==> src/rtl/rc4_pkg.sv <==
// Shared definitions for the RC4 key-scheduling engine: FSM states, cycle
// constants and the key element bit-position helper.
package rc4_pkg;

  typedef enum logic [3:0] {
    IDLE,
    INIT,
    RD_I,
    GET_I,
    RD_J,
    GET_J,
    WR_I,
    WR_J,
    DONE
  } ksa_state_t;

  localparam int unsigned KSA_DATA_W        = 8;
  localparam int unsigned INIT_CYCLES       = 2 ** KSA_DATA_W;
  localparam int unsigned SWAP_CYCLES_PER_I = 6;

  // Key element 0 lives in the most significant slot of the packed key.
  function automatic int unsigned key_elem_lsb(input int unsigned idx,
                                               input int unsigned key_bytes,
                                               input int unsigned data_w);
    return (key_bytes - 1 - idx) * data_w;
  endfunction

endpackage

==> src/rtl/ksa_key_sel.sv <==
// Selects key element (i mod KEY_BYTES) using a wrapping counter that tracks
// i alongside the engine, so no divider is needed.
module ksa_key_sel #(
  parameter int KEY_BYTES = 3,
  parameter int DATA_W    = 8
) (
  input  logic                        clk,
  input  logic                        reset,
  input  logic                        clear,
  input  logic                        advance,
  input  logic [KEY_BYTES*DATA_W-1:0] key_reg,
  output logic [DATA_W-1:0]           key_elem
);
  import rc4_pkg::*;

  localparam int IDX_W = (KEY_BYTES > 1) ? $clog2(KEY_BYTES) : 1;
  localparam logic [IDX_W-1:0] LAST_IDX = IDX_W'(KEY_BYTES - 1);

  logic [IDX_W-1:0]  idx;
  logic [DATA_W-1:0] elems [KEY_BYTES];

  for (genvar k = 0; k < KEY_BYTES; k++) begin : g_elem
    assign elems[k] = key_reg[key_elem_lsb(k, KEY_BYTES, DATA_W) +: DATA_W];
  end

  always_ff @(posedge clk or posedge reset) begin
    if (reset) begin
      idx <= '0;
    end else if (clear) begin
      idx <= '0;
    end else if (advance) begin
      idx <= (idx == LAST_IDX) ? '0 : idx + IDX_W'(1);
    end
  end

  assign key_elem = elems[idx];

endmodule

==> src/rtl/rc4_ksa_engine.sv <==
// RC4 key-scheduling engine driving an external single-port synchronous RAM:
// N init writes, then a read/read/write/write swap for every i.
module rc4_ksa_engine #(
  parameter int DATA_W    = 8,
  parameter int KEY_BYTES = 3
) (
  input  logic                        clk,
  input  logic                        reset,
  input  logic                        start,
  input  logic [KEY_BYTES*DATA_W-1:0] key,
  output logic [DATA_W-1:0]           mem_addr,
  output logic [DATA_W-1:0]           mem_wdata,
  output logic                        mem_wen,
  input  logic [DATA_W-1:0]           mem_rdata,
  output logic                        busy,
  output logic                        done
);
  import rc4_pkg::*;

  localparam logic [DATA_W-1:0] LAST_I = '1;

  ksa_state_t                  state;
  logic [DATA_W-1:0]           i;
  logic [DATA_W-1:0]           j;
  logic [DATA_W-1:0]           si;
  logic [DATA_W-1:0]           i_inc;
  logic [DATA_W-1:0]           j_next;
  logic [DATA_W-1:0]           key_elem;
  logic [KEY_BYTES*DATA_W-1:0] key_reg;
  logic                        accept;
  logic                        key_advance;

  assign accept      = start && ((state == IDLE) || (state == DONE));
  assign key_advance = (state == WR_J) && (i != LAST_I);
  assign i_inc       = i + DATA_W'(1);
  assign j_next      = j + mem_rdata + key_elem;

  ksa_key_sel #(
    .KEY_BYTES (KEY_BYTES),
    .DATA_W    (DATA_W)
  ) u_key_sel (
    .clk      (clk),
    .reset    (reset),
    .clear    (accept),
    .advance  (key_advance),
    .key_reg  (key_reg),
    .key_elem (key_elem)
  );

  // Outputs are loaded on entry to a state, so the address a state needs is
  // on the bus during that state and read data arrives in the following one.
  always_ff @(posedge clk or posedge reset) begin
    if (reset) begin
      state     <= IDLE;
      i         <= '0;
      j         <= '0;
      si        <= '0;
      key_reg   <= '0;
      mem_addr  <= '0;
      mem_wdata <= '0;
      mem_wen   <= 1'b0;
      busy      <= 1'b0;
      done      <= 1'b0;
    end else begin
      case (state)
        IDLE, DONE: begin
          if (start) begin
            key_reg   <= key;
            i         <= '0;
            j         <= '0;
            done      <= 1'b0;
            busy      <= 1'b1;
            mem_addr  <= '0;
            mem_wdata <= '0;
            mem_wen   <= 1'b1;
            state     <= INIT;
          end
        end
        INIT: begin
          if (i == LAST_I) begin
            i        <= '0;
            mem_addr <= '0;
            mem_wen  <= 1'b0;
            state    <= RD_I;
          end else begin
            i         <= i_inc;
            mem_addr  <= i_inc;
            mem_wdata <= i_inc;
          end
        end
        RD_I: state <= GET_I;
        GET_I: begin
          si       <= mem_rdata;
          j        <= j_next;
          mem_addr <= j_next;
          state    <= RD_J;
        end
        RD_J: state <= GET_J;
        // S[j] goes straight into the write-data register for WR_I.
        GET_J: begin
          mem_addr  <= i;
          mem_wdata <= mem_rdata;
          mem_wen   <= 1'b1;
          state     <= WR_I;
        end
        WR_I: begin
          mem_addr  <= j;
          mem_wdata <= si;
          state     <= WR_J;
        end
        WR_J: begin
          mem_wen <= 1'b0;
          if (i == LAST_I) begin
            busy  <= 1'b0;
            done  <= 1'b1;
            state <= DONE;
          end else begin
            i        <= i_inc;
            mem_addr <= i_inc;
            state    <= RD_I;
          end
        end
        default: state <= IDLE;
      endcase
    end
  end

endmodule

==> config.mk <==
export PLATFORM = sky130hd
export DESIGN_NAME = rc4_ksa_engine
export DESIGN_NICKNAME = d
export VERILOG_FILES = /design/src/rtl/rc4_pkg.sv /design/src/rtl/ksa_key_sel.sv /design/src/rtl/rc4_ksa_engine.sv
export SDC_FILE = /design/constraint.sdc
export NUM_CORES = 1
export LEC_CHECK = 0
export CAP_MARGIN = 20
export CORE_UTILIZATION = 47
export DETAILED_ROUTE_END_ITERATION = 7
export HOLD_SLACK_MARGIN = 0.05
export PLACE_DENSITY_LB_ADDON = 0.1
export SETUP_SLACK_MARGIN = 0.02
export SLEW_MARGIN = 20
export SYNTH_ARGS = -nofsm -noshare
export SYNTH_HDL_FRONTEND = slang
export SYNTH_SLANG_ARGS = --single-unit
==> constraint.sdc <==
create_clock -name clk -period 3.9 [get_ports clk]
set_input_delay 0.78 -clock clk [delete_from_list [all_inputs] [get_ports clk]]
set_output_delay 0.78 -clock clk [all_outputs]
set_load 0.1 [all_outputs]
==> flow_summary.yaml <==
place:
  port_buffers: 53
  placed_cells: 581
  gp_congestion: 0.8766
  dp.final_hpwl_um: 7298
die:
  dieWidth_um: 94.41
  ios: 54
  coreArea_um2: 8258
  initial_core_util_pct: 48.61
  die_h_um: 94.41
  num_rows: 33
  dieArea_um2: 8913
yosys:
  synthSimpleGateAreaFrac_pct: 20.95
  postSynth.asyncResetShare_pct: 100.0
  synthXorXnorAreaFrac_pct: 2.618
  yosys_warnings: 0
  synthTopCellsByCount: "nand2_1, dfrtp_1, a21oi_1"
  seq_area_frac_synth_pct: 45.51
  synth_mux_area_share_pct: 2.244
  synth.most_common_cell: "nand2_1"
  synth_flop_cell: "dfrtp_1"
  synth_area_leaders: "dfrtp_1, nand2_1, fa_1, a21oi_1, o21ai_0"
  syn_area_um2: 4014
  synth_cell_type_count: 63
  yosys.area.top_type: "dfrtp_1"
  synth_seq_cells: 73
  syn_inst: 442
  synth_top_area_share_pct: 45.51
  syn_nets: 492
  synth-compound-area-share_pct: 18.27
  synth_area_per_cell_um2: 9.081
  synth_top_family_by_area: "simple AND/OR/NAND/NOR gates"
  synth_edf_count: 0
  synth_adder_area_share_pct: 6.172
clock_tree:
  cts-root-buf: "clkbuf_8"
  clk_pin_slew_ps: 80
  worstSkewPairLatency_ps: 360
  postCtsHoldBufs: 0
  cts_resized: 0
  cts-root-to-sink-buffers: 2
  cts_tree: "built"
  cts_buffers: 9
  cts_setup_buffers: 0
  clock-sinks: 73
  ctsHtreeMaxLevel: 3
sta:
  finalHoldViolations: 0
  maxSlewViolCount: 0
  setup_viol: 0
  tightest_slew_ps: 969.6
  tns_ps: 0
  fmax_ghz: 0.2911
  period_share_pct: 88.07
  rsz0062_at_grt: "false"
  fin_skew_ps: 12.82
  maxSlewHeadroom_pct: 35.16
  finalCriticalPeriod_ps: 3435
  hold_slack_ps: 480.1
cells_and_area:
  diodes: 0
  layout-drive-gt1-share_pct: 6.517
  nets: 537
  synthToLayoutAreaGrowth_pct: 21.54
  largest_reg_flops: 24
  final_cells: 596
routing:
  drt-wirelength-per-cell_um: 17.09
  num_vias: 3343
  first_pass_iters: 5
  drt_iter0_drc: 239
  via_per_inst: 5.609
  final_antenna_net_count: 0
  wirelength_um: 10180
  drc: 0
global_route:
  grtUsageMet3_pct: 3.784
  antenna_found_initial: 0
  grt_max_degree: 40
  grt_busiest_layer: "met2"
  grt_pass1_wl_um: 17340
  grt.overflow.total: 0
  grt_use_total_pct: 25.75
  grt_pass1_vias: 3370
  use_met1_pct: 35.64
  grt_use_met2_pct: 41.49
critical_path:
  end_kind: "register"
  cp.required_ps: 4170
  startpoint_type: "register"
  path_max_fanout: 14
  cp_data_arrival_time_ps: 3700
  crit_type: "reg -> reg"
power_and_ir_drop:
  p_int_mw: 1.343
  combPwrFrac_pct: 9.6
  p_seq_share_pct: 45.5
  p_switching_mw: 0.3920
  irDropWorstVdd_v: 0.0001736
  powerDensity_nw_per_um2: 355.7
  finalPower_mw: 1.735
  p_clk_share_pct: 44.9
  switching_share_pct: 22.59
  p_leak_nw: 2.241
hold_path:
  hold_path.class: "reg -> reg"
outcome:
  status: "finished, final reports clean"
flow_run:
  cap_violations: 0
## logic make-up after synthesis
logic type | Yosys count
fa+ha+maj | 15
compound gates | 105
mux | 9
buf+inv | 39
flops | 73
simple gates | 189
xor+xnor | 12
## cells in the final DEF, fill, tap and decap left out, drive strengths merged, types with 4 or more instances in the layout
| master | count |
|---|---|
| nand2 | 127 |
| dfrtp | 73 |
| clkdlybuf4s50 | 53 |
| a21oi | 24 |
| nor2 | 22 |
| o21ai | 22 |
| nand3 | 15 |
| inv | 14 |
| clkbuf | 10 |
| a21o | 9 |
| mux2i | 9 |
| xnor2 | 8 |
| fa | 8 |
| ha | 7 |
| buf | 6 |
| a221oi | 5 |
| a22oi | 5 |
| o211ai | 4 |
| o31ai | 4 |
| xor2 | 4 |
| bufinv | 4 |
## final cells by class
type | instances | area, µm²
clock buffers | 10 | 127.6
multi-input cells | 330 | 2023
well taps | 105 | 131.4
inverters | 14 | 52.55
fillers | 742 | 3379
clock inverters | 5 | 128.9
flip-flops and latches | 73 | 1827
repair buffers | 59 | 588.1
## through the flow
step / cell area, µm² / setup WS [ps] / util [%]
floorplan: 4014 / 761.6 / -
global placement: 4622 / 425.1 / 55.97
detailed placement: 4622 / 390.4 / 55.97
CTS: 4878 / 467.4 / 59.08
global route: 4878 / 174.0 / 59.08
finish: 4878 / 465.2 / 59.08
## metal layers
metal	vias up	share of wire (%)
met3	18	5.4
met2	119	48
met1	1588	44
met4	0	2.3
li1	1618	-
met5	-	0
## path summary, 6_finish.rpt
path	startpoint	to	slack, ps	depth (start not counted)
worst max register to register	u_key_sel.idx[1]	mem_addr[5]	470	13
max in group asynchronous	reset	i[3]	2340	3
worst min-delay path	si[4]	si[4]	480	2
min in group asynchronous	reset	key_reg[3]	890	2
worst max-delay path	u_key_sel.idx[1]	mem_addr[5]	470	13
worst min register to register	si[4]	si[4]	480	2
## worst max-delay path, cell delays in order (launching register included)
cell and delay, ps:
dfrtp_1 720, mux2i_1 290, nor2_1 60, a21oi_1 200, fa_1 440, inv_1 70, ha_1 160, inv_1 50
fa_1 390, nor2b_1 190, o21ai_0 110, nor3b_1 170, o32a_1 330, a31oi_1 160
## power by group through the flow
| stage | Sequential (mW) | Combinational (mW) | Clock (mW) |
|---|---|---|---|
| after detailed placement | 0.804 | 0.166 | 0 |
| after global placement | 0.803 | 0.162 | 0 |
| final | 0.789 | 0.167 | 0.779 |
| after CTS | 0.789 | 0.169 | 0.788 |
| after global routing | 0.792 | 0.187 | 0.819 |
| after floorplan | 0.800 | 0.0992 | 0 |
Note: power is estimated with default switching activity, not from simulation.
